===== config.mk =====
export PLATFORM = sky130hd
export DESIGN_NAME = iterative_divider
export DESIGN_NICKNAME = d
export VERILOG_FILES = /design/src/rtl/div_pkg.sv /design/src/rtl/div_step.sv /design/src/rtl/iterative_divider.sv
export SDC_FILE = /design/constraint.sdc
export NUM_CORES = 1
export LEC_CHECK = 0
export CORE_MARGIN = 1
export CORE_UTILIZATION = 60
export DETAILED_ROUTE_END_ITERATION = 7
export PLACE_DENSITY_LB_ADDON = 0.1
export SYNTH_ARGS = -nofsm -noshare
export SYNTH_HDL_FRONTEND = slang
export SYNTH_SLANG_ARGS = --single-unit

===== constraint.sdc =====
create_clock -name core_clock_i -period 6.95 [get_ports core_clock_i]
set_input_delay 1.0425 -clock core_clock_i [delete_from_list [all_inputs] [get_ports core_clock_i]]
set_output_delay 1.0425 -clock core_clock_i [all_outputs]
set_load 0.005 [all_outputs]

===== src/rtl/div_pkg.sv =====
// div_pkg: op and state encodings shared by the iterative divider and its bench.
// Rev 1.0
`default_nettype none

package div_pkg;

  typedef enum logic [1:0] {
    DIV  = 2'b00,
    DIVU = 2'b01,
    REM  = 2'b10,
    REMU = 2'b11
  } div_op_e;

  typedef enum logic [1:0] {
    IDLE = 2'b00,
    BUSY = 2'b01,
    DONE = 2'b10
  } div_state_e;

  function automatic logic is_signed(input div_op_e op);
    return (op == DIV) || (op == REM);
  endfunction

  function automatic logic is_rem(input div_op_e op);
    return (op == REM) || (op == REMU);
  endfunction

endpackage

`default_nettype wire


===== src/rtl/div_step.sv =====
// div_step: one combinational restoring-division step on the {acc,quo} pair.
// Rev 1.0
`default_nettype none

module div_step #(
  parameter int XLEN = 32
) (
  input  logic [XLEN:0]   acc_i,
  input  logic [XLEN-1:0] quo_i,
  input  logic [XLEN-1:0] div_i,
  output logic [XLEN:0]   acc_o,
  output logic [XLEN-1:0] quo_o
);

  logic [XLEN+1:0] shifted;
  logic [XLEN+1:0] diff;

  // One spare top bit so a failed trial subtraction shows up as a set sign bit.
  assign shifted = {acc_i, quo_i[XLEN-1]};
  assign diff    = shifted - {2'b00, div_i};

  always_comb begin
    acc_o = shifted[XLEN:0];
    quo_o = {quo_i[XLEN-2:0], 1'b0};
    if (!diff[XLEN+1]) begin
      acc_o = diff[XLEN:0];
      quo_o = {quo_i[XLEN-2:0], 1'b1};
    end
  end

endmodule

`default_nettype wire


===== src/rtl/iterative_divider.sv =====
// iterative_divider: multi-cycle DIV/DIVU/REM/REMU, BPC quotient bits per cycle.
// Rev 1.0
`default_nettype none

module iterative_divider
  import div_pkg::*;
#(
  parameter int XLEN  = 32,
  parameter int BPC   = 1,
  parameter int TAG_W = 6
) (
  input  logic             core_clock_i,
  input  logic             core_reset_n_i,
  input  logic             core_flush_i,
  input  logic             req_valid_i,
  output logic             req_ready_o,
  input  logic [1:0]       req_op_i,
  input  logic [XLEN-1:0]  req_a_i,
  input  logic [XLEN-1:0]  req_b_i,
  input  logic [TAG_W-1:0] req_tag_i,
  output logic             rsp_valid_o,
  input  logic             rsp_ready_i,
  output logic [XLEN-1:0]  rsp_data_o,
  output logic [TAG_W-1:0] rsp_tag_o,
  output logic             rsp_dbz_o,
  output logic             rsp_ovf_o
);

  localparam int STEPS = XLEN / BPC;
  localparam int CNT_W = (STEPS > 1) ? $clog2(STEPS) : 1;
  localparam logic [XLEN-1:0] MIN_VAL = {1'b1, {(XLEN-1){1'b0}}};
  localparam logic [CNT_W-1:0] LAST_CNT = CNT_W'(STEPS - 1);

  div_state_e        state_q, state_d;
  logic [XLEN:0]     acc_q, acc_d;
  logic [XLEN-1:0]   quo_q, quo_d;
  logic [XLEN-1:0]   div_q, div_d;
  logic [CNT_W-1:0]  cnt_q, cnt_d;
  logic              neg_quo_q, neg_quo_d;
  logic              neg_rem_q, neg_rem_d;
  logic              is_rem_q, is_rem_d;
  logic [TAG_W-1:0]  tag_q, tag_d;
  logic [XLEN-1:0]   data_q, data_d;
  logic              dbz_q, dbz_d;
  logic              ovf_q, ovf_d;

  div_op_e           op;
  logic              op_signed;
  logic              op_rem;
  logic              a_neg;
  logic              b_neg;
  logic [XLEN-1:0]   a_abs;
  logic [XLEN-1:0]   b_abs;
  logic [XLEN-1:0]   quo_fix;
  logic [XLEN-1:0]   rem_fix;

  logic [BPC:0][XLEN:0]   acc_chain;
  logic [BPC:0][XLEN-1:0] quo_chain;

  assign op        = div_op_e'(req_op_i);
  assign op_signed = is_signed(op);
  assign op_rem    = is_rem(op);
  assign a_neg     = op_signed & req_a_i[XLEN-1];
  assign b_neg     = op_signed & req_b_i[XLEN-1];
  // |MIN| wraps back to MIN, which is the correct unsigned magnitude.
  assign a_abs     = a_neg ? -req_a_i : req_a_i;
  assign b_abs     = b_neg ? -req_b_i : req_b_i;

  assign acc_chain[0] = acc_q;
  assign quo_chain[0] = quo_q;

  for (genvar i = 0; i < BPC; i++) begin : g_step
    div_step #(
      .XLEN (XLEN)
    ) u_step (
      .acc_i (acc_chain[i]),
      .quo_i (quo_chain[i]),
      .div_i (div_q),
      .acc_o (acc_chain[i+1]),
      .quo_o (quo_chain[i+1])
    );
  end

  assign quo_fix = neg_quo_q ? -quo_chain[BPC] : quo_chain[BPC];
  assign rem_fix = neg_rem_q ? -acc_chain[BPC][XLEN-1:0] : acc_chain[BPC][XLEN-1:0];

  always_comb begin
    state_d   = state_q;
    acc_d     = acc_q;
    quo_d     = quo_q;
    div_d     = div_q;
    cnt_d     = cnt_q;
    neg_quo_d = neg_quo_q;
    neg_rem_d = neg_rem_q;
    is_rem_d  = is_rem_q;
    tag_d     = tag_q;
    data_d    = data_q;
    dbz_d     = dbz_q;
    ovf_d     = ovf_q;

    unique case (state_q)
      IDLE: begin
        if (req_valid_i && !core_flush_i) begin
          tag_d     = req_tag_i;
          is_rem_d  = op_rem;
          neg_quo_d = a_neg ^ b_neg;
          neg_rem_d = a_neg;
          if (req_b_i == '0) begin
            state_d = DONE;
            dbz_d   = 1'b1;
            ovf_d   = 1'b0;
            data_d  = op_rem ? req_a_i : '1;
          end else if (op_signed && (req_a_i == MIN_VAL) && (req_b_i == '1)) begin
            state_d = DONE;
            dbz_d   = 1'b0;
            ovf_d   = 1'b1;
            data_d  = op_rem ? '0 : MIN_VAL;
          end else begin
            state_d = BUSY;
            acc_d   = '0;
            quo_d   = a_abs;
            div_d   = b_abs;
            cnt_d   = '0;
          end
        end
      end
      BUSY: begin
        acc_d = acc_chain[BPC];
        quo_d = quo_chain[BPC];
        cnt_d = cnt_q + 1'b1;
        if (cnt_q == LAST_CNT) begin
          state_d = DONE;
          data_d  = is_rem_q ? rem_fix : quo_fix;
          dbz_d   = 1'b0;
          ovf_d   = 1'b0;
        end
      end
      DONE: begin
        if (rsp_ready_i) begin
          state_d = IDLE;
        end
      end
      default: state_d = IDLE;
    endcase

    if (core_flush_i) begin
      state_d = IDLE;
    end
  end

  always_ff @(posedge core_clock_i) begin
    if (!core_reset_n_i) begin
      state_q   <= IDLE;
      acc_q     <= '0;
      quo_q     <= '0;
      div_q     <= '0;
      cnt_q     <= '0;
      neg_quo_q <= 1'b0;
      neg_rem_q <= 1'b0;
      is_rem_q  <= 1'b0;
      tag_q     <= '0;
      data_q    <= '0;
      dbz_q     <= 1'b0;
      ovf_q     <= 1'b0;
    end else begin
      state_q   <= state_d;
      acc_q     <= acc_d;
      quo_q     <= quo_d;
      div_q     <= div_d;
      cnt_q     <= cnt_d;
      neg_quo_q <= neg_quo_d;
      neg_rem_q <= neg_rem_d;
      is_rem_q  <= is_rem_d;
      tag_q     <= tag_d;
      data_q    <= data_d;
      dbz_q     <= dbz_d;
      ovf_q     <= ovf_d;
    end
  end

  assign req_ready_o = (state_q == IDLE);
  assign rsp_valid_o = (state_q == DONE);
  assign rsp_data_o  = data_q;
  assign rsp_tag_o   = tag_q;
  assign rsp_dbz_o   = dbz_q;
  assign rsp_ovf_o   = ovf_q;

endmodule

`default_nettype wire


==> results of run 1 <==
-- power by group --
| part | switching (uW) | internal [uW] | leakage [uW] | total [uW] |
|---|---|---|---|---|
| sequential | 28.7 | 869 | 0.00119 | 898 |
| clock | 439 | 511 | 0.000285 | 949 |
| combinational | 358 | 215 | 0.00356 | 574 |
| total | 826 | 1590 | 0.00504 | 2420 |
-- worst max-delay path by stage --
stage	slack [ns]	cells after the start	from	endpoint
6_report	1.28	21	div_q[5]	rsp_data_o[28]
5_1_grt	0.91	21	div_q[5]	rsp_data_o[28]
4_1_cts	1.41	21	div_q[5]	rsp_data_o[28]
3_5_place_dp	1.51	21	div_q[5]	rsp_data_o[28]
3_3_place_gp	1.64	11	req_a_i[4]	rsp_data_o[25]
2_1_floorplan	2.23	24	div_q[6]	rsp_data_o[28]
-- worst reg2reg max path: stages (launching register included) --
cell	delay, ns
dfxtp_1	0.34
inv_1	0.05
ha_1	0.53
nand4_1	0.22
nor4_1	0.41
a21boi_2	0.34
o31a_1	0.22
a31oi_1	0.15
xnor2_2	0.21
buf_4	0.37
mux2i_1	0.37
ha_1	0.24
inv_1	0.06
nor2_1	0.16
o2111ai_1	0.14
a211oi_1	0.37
nor4b_1	0.35
mux2_2	0.27
o211ai_1	0.16
o21ai_0	0.26
xor2_1	0.10
o221a_2	0.23
-- metrics by stage --
step | cell area [um^2] | power [uW] | hold slack (ns) | setup WS, ns | instances
after detailed placement | 13000 | 1460 | 0.451 | 1.51 | 1892
after global routing | 13600 | 2500 | 0.478 | 0.911 | 1924
after global placement | 13000 | 1460 | 0.441 | 1.64 | 1892
final | 13600 | 2420 | 0.460 | 1.28 | 1924
after floorplan | 11700 | 1280 | 0.448 | 2.23 | 1599
after CTS | 13600 | 2400 | 0.461 | 1.41 | 1924
-- cell families (layout without fill, tap and decap cells) --
kind of cell	Yosys count	count (layout)	synth area share [%]
buffers and inverters	167	232	5.66
and+or+nand+nor	553	553	22.0
adders and majority gates	40	40	4.34
xor gates and xnor gates	123	123	9.20
muxes	45	45	4.12
DFF	147	147	25.1
AOI/OAI and AO/OA	524	524	29.6
-- cell usage after synthesis, drive strengths merged, types with 4 or more instances --
library cell,count,share of area [%]
xnor2,65,4.9
nor3,47,2.1
xor2,58,4.3
nand3,21,0.90
nor4b,4,0.35
o211ai,17,1.2
and2,7,0.38
o2111ai,4,0.30
o21ai,153,6.6
a222oi,32,2.7
a211oi,50,3.3
nor4,18,0.96
inv,60,1.9
a21o,12,0.77
o31ai,26,1.7
o311ai,5,0.37
nand2b,17,0.97
a31o,4,0.30
mux2i,30,2.7
o21a,4,0.26
nand2,134,4.3
buf,23,1.0
o41ai,14,1.0
mux2,15,1.4
dfxtp,147,25
or2,4,0.21
a22oi,19,1.2
and3,8,0.43
ha,39,4.2
o211a,9,0.77
nand4,24,1.3
nor2,223,7.2
clkbuf,81,2.6
nand3b,4,0.26
a31oi,24,1.3
or3,18,0.96
or4,12,0.87
a21oi,117,5.0
-- cell type report --
class / instances / area, um^2 / share of cell area (%)
Inverter: 63 / 238 / 1.75
Multi-Input combinational cell: 1285 / 8140 / 60.0
Sequential cell: 147 / 2940 / 21.7
Tap cell: 260 / 325 / 2.40
Clock buffer: 17 / 425 / 3.14
Timing Repair Buffer: 137 / 1320 / 9.76
Clock inverter: 15 / 168 / 1.24
-- state kept, by name (all words and copies together), names as in the netlist --
signal and cells:
state_q 2, rsp_ovf_o 1, acc_q 33, rsp_dbz_o 1, rsp_tag_o 6, cnt_q 5, rsp_data_o 32, neg_rem_q 1
is_rem_q 1, div_q 32, neg_quo_q 1, quo_q 32
-- layer usage --
metal	part of all wire (%)	vias up	routed length, um	GRT usage, %
met2	45	754	17400	61.9
li1	-	5995	-	-
met1	42	5945	16200	51.4
met3	9.4	128	3650	6.65
met5	0	-	0	0
met4	3.9	0	1530	16.1
==> run summary, run 1 <==
CP peak stage delay -> 0.53 ns
worst-margin pin slew -> 0.998 ns
die area -> 20100 um^2
CTS H-tree depth -> 4
initial antenna violation count -> 0
largest net degree at the start of global routing -> 65
Final Cycle Share -> 81.5%
failing checks -> design-rule violations
fill count -> 1621
Max rail drop VDD -> 0.179 mV
slew margin rel. -> 33.3%
flop2flop setup slack -> 1.28 ns
Req. time, crit path -> 7.28 ns
Vert. Die Dim -> 142 um
asr flop ratio synth -> 0%
via count -> 12800
HP Class -> reg -> reg
Die X-Extent -> 142 um
crit path kind -> reg -> reg
hold buffer count at CTS -> 0
global placement routability congestion -> 0.938
antenna diode count -> 0
I/O Buffers -> 118
GR Overflow Total -> 0
RSZ-0062 raised after global routing -> false
slowest cell on the critical path -> ha_1
final worst path period need -> 5.67 ns
core area -> 18900 um^2
residual DRC count -> 4
GRT Util Overall -> 38.7%
top_reg_cell synth -> dfxtp_1
Worst-path clk slew -> 0.07 ns
reg2reg end -> rsp_data_o[28]
Syn Area/Cell -> 7.32 um^2
area delta synth->final -> 15.9%
Pins Over Slew Limit -> 0
maximum clock frequency -> 177 MHz
skew final -> 0.0115 ns
# Post-CTS Setup Buffers -> 0
clk root buf -> clkbuf_16
Leakage -> 0.00504 uW
most common cell after layout, fill and taps aside -> nor2_1
Yosys cell types -> 81
# nets final -> 1768
Mapped Nets -> 1716
max_cap viols -> 0
post-synthesis register bit count -> 147
detail-routed via count per cell -> 6.66
first-pass GRT wire length -> 61.4 mm
vias in the first global route -> 11600
CTS sink cnt -> 147
Clock Latency Late Sink -> 0.44 ns
commonest cells after routing, fill and taps aside -> 222 x nor2_1, 147 x o21ai_0, 147 x dfxtp_1
CTS Buffer Depth -> 2
TNS Setup -> 0 ns
DRT Pass-1 Iters -> 8
Data arrival, critical path -> 6.00 ns
Mapped Cells -> 1599
share of cells above drive strength 1 -> 6.13%
FP Rows -> 50
reg-to-reg startpoint -> div_q[5]
TritonCTS buffer count -> 17
Iteration-0 DRC Markers -> 1557
sequential share of the synthesized area -> 25.1%
WHS Path Cells -> 2
post_cts resized -> 0
status -> finished, violations left
CTS tree -> yes
WP buf/inv -> 3
DR WL/cell -> 20.2 um
Hold Vio Cnt, Final -> 0
final wirelength -> 38.8 mm
starting density of the core -> 61.9%
cells on worst reg2reg path -> 21
post-detail-place hpwl -> 28.0 mm
post-route antenna net violation count -> 0
yosys warns -> 0
synthesized area -> 11700 um^2
crit-path cells -> inv_1, ha_1, nand4_1, nor4_1, a21boi_2, o31a_1, a31oi_1, xnor2_2, buf_4, mux2i_1, ha_1, inv_1, nor2_1, o2111ai_1, a211oi_1, nor4b_1, mux2_2, o211ai_1, o21ai_0, xor2_1, o221a_2
CP delay by family, top -> compound AO/OA/AOI/OAI gates
Final Core Density -> 71.8%
critical hold path startpoint -> rsp_tag_o[1]
worst-path fanout max -> 25
IO Pins -> 119
CP startpoint kind -> register
Hold Path Sink -> rsp_tag_o[1]
power density over the cells -> 178 nW/um^2
Post-synth EDFFs -> 0
# setup viols final -> 0
CP Capture Type -> register
No activity file was read; power rests on OpenSTA's default activity.
==> run 2: changes to the inputs <==
- CORE_UTILIZATION: 60 -> 53
- clock period: 6.95 -> 4.78 ns (I/O delays scaled with it)
==> run 2 against run 1 <==
Compared with the run above:
- the run still ends with design-rule violations left
- clock power grew 40%
- design area rose by 5.2%
- critical path depth shrank 6
- clock skew grew 0.0024 ns
- critical path type unchanged
- largest power group unchanged
==> run summary, run 2 (synthesized netlist as in run 1, its figures left out) <==
combinational share of power -> 25.8%
clk root buf -> clkbuf_16
worst-path fanout max -> 5
cells on worst reg2reg path -> 15
Sw Share -> 34.6%
initial antenna violation count -> 0
I/O Buffers -> 118
commonest cells after routing, fill and taps aside -> 221 x nor2_1, 144 x o21ai_0, 142 x dfxtp_1
Clock Latency Late Sink -> 0.45 ns
starting density of the core -> 53.8%
die area -> 22700 um^2
DP Cell Count -> 1970
most common cell after layout, fill and taps aside -> nor2_1
clock share of power -> 37.5%
final non-filler cell area -> 14300 um^2
first-pass GRT wire length -> 62.5 mm
Worst-path clk slew -> 0.07 ns
Leakage -> 0.00536 uW
IO Pins -> 119
failing checks -> design-rule violations
largest net degree at the start of global routing -> 64
global placement routability congestion -> 0.959
# nets final -> 1833
final wirelength -> 40.4 mm
Final Cycle Share -> 95.8%
skew final -> 0.0140 ns
CTS sink cnt -> 147
register share of total power -> 36.7%
CTS H-tree depth -> 4
crit path kind -> reg -> reg
TritonCTS buffer count -> 17
antenna diode count -> 0
Req. time, crit path -> 5.15 ns
Pins Over Slew Limit -> 0
area delta synth->final -> 21.9%
GRT Util Overall -> 35.5%
vias in the first global route -> 11500
via count -> 12900
post-route antenna net violation count -> 0
final worst path period need -> 4.58 ns
switching pwr -> 1230 uW
CP Capture Type -> register
Hold Vio Cnt, Final -> 0
Vert. Die Dim -> 151 um
largest register by flop count -> acc_q
Placed Instance Area -> 13500 um^2
HP Class -> reg -> reg
max reg flops -> 33
core area -> 21800 um^2
Reg area -> 2950 um^2
DRT Pass-1 Iters -> 8
CP startpoint kind -> register
Final Core Density -> 65.6%
Iteration-0 DRC Markers -> 1287
Die X-Extent -> 151 um
CTS tree -> yes
# setup viols final -> 0
max_cap viols -> 0
TNS Setup -> 0 ns
worst-margin pin slew -> 1.09 ns
status -> finished, violations left
slew margin rel. -> 26.9%
Pint -> 2320 uW
residual DRC count -> 4
fill count -> 1960
detail-routed via count per cell -> 6.41
multi-input logic area -> 8320 um^2
share of cells above drive strength 1 -> 11.6%
Max rail drop VDD -> 0.179 mV
WHS Path Cells -> 2
DR WL/cell -> 20.1 um
final std cells w/o fill -> 2009
hold buffer count at CTS -> 0
Data arrival, critical path -> 4.94 ns
GR Overflow Total -> 0
power density over the cells -> 249 nW/um^2
CTS Buffer Depth -> 2
maximum clock frequency -> 218 MHz
FP Rows -> 54
post-detail-place hpwl -> 30.0 mm
## run 2: cell types whose count changed in the layout (fill, tap and decap cells not counted), sizes merged
cell      previous run  this run
clkinv               8         9
clkbuf              17        18
buf                 19        84
inv                 67        65
bufinv               1         0
clkinvlp             2         3
## run 2: cell type report
class | count | area share [%]
multi-input combinational | 1285 | 58.3
sequential | 147 | 20.7
timing repair buffer | 202 | 13.0
clock buffer | 18 | 3.08
tap | 280 | 2.46
inverter | 63 | 1.67
clock inverter | 14 | 0.860
## run 2: through the flow
step / total power [uW] / hold WS (ns) / worst slack, ns
after floorplan: 1860 / 0.448 / 0.0591
after global placement: 2170 / 0.443 / 0.106
final: 3550 / 0.459 / 0.201
after global routing: 3670 / 0.477 / -0.0577
after CTS: 3490 / 0.463 / 0.0380
after detailed placement: 2180 / 0.451 / -0.0808
## run 2: what timing repair did
item,4_1_cts,5_1_grt
endpoints found under the setup margin,7,14
gates resized for setup,2,41
pin swaps,0,15
buffers inserted,0,7
## run 2: worst paths after layout
| kind | from | end | slack [ns] |
|---|---|---|---|
| worst min register to register | rsp_tag_o[0] | rsp_tag_o[0] | 0.46 |
| worst min-delay path | rsp_tag_o[0] | rsp_tag_o[0] | 0.46 |
| worst max register to register | div_q[0] | rsp_data_o[27] | 0.20 |
| worst max-delay path | div_q[0] | rsp_data_o[27] | 0.20 |
## run 2: layer usage
| layer | wire length (um) | up-vias | global-route usage, % | share of wire (%) |
|---|---|---|---|---|
| li1 | - | 6120 | - | - |
| met1 | 17200 | 6004 | 47.8 | 43 |
| met2 | 18300 | 660 | 55.8 | 45 |
| met3 | 3750 | 89 | 7.42 | 9.3 |
| met4 | 1150 | 0 | 12.3 | 2.9 |
| met5 | 0 | - | 0 | 0 |
## run 2: worst max-delay path, stage by stage, from the launching register on
cell and delay [ns]:
dfxtp_1 0.42, ha_1 0.22, inv_1 0.07, fa_1 0.47, a211o_1 0.34, a21oi_2 0.30
nor3_1 0.12, buf_4 0.16, o21a_1 0.22, or3_1 0.36, a211oi_1 0.37, nor4b_2 0.58
o211ai_4 0.16, or2_1 0.27, a211o_1 0.29, a31oi_1 0.17
## run 2: power groups by stage
stage / registers (uW) / logic (uW) / clock network (uW)
2_1_floorplan: 1310 / 548 / 0
5_1_grt: 1310 / 986 / 1380
3_5_place_dp: 1330 / 852 / 0
4_1_cts: 1300 / 862 / 1330
3_3_place_gp: 1330 / 846 / 0
6_report: 1300 / 916 / 1330
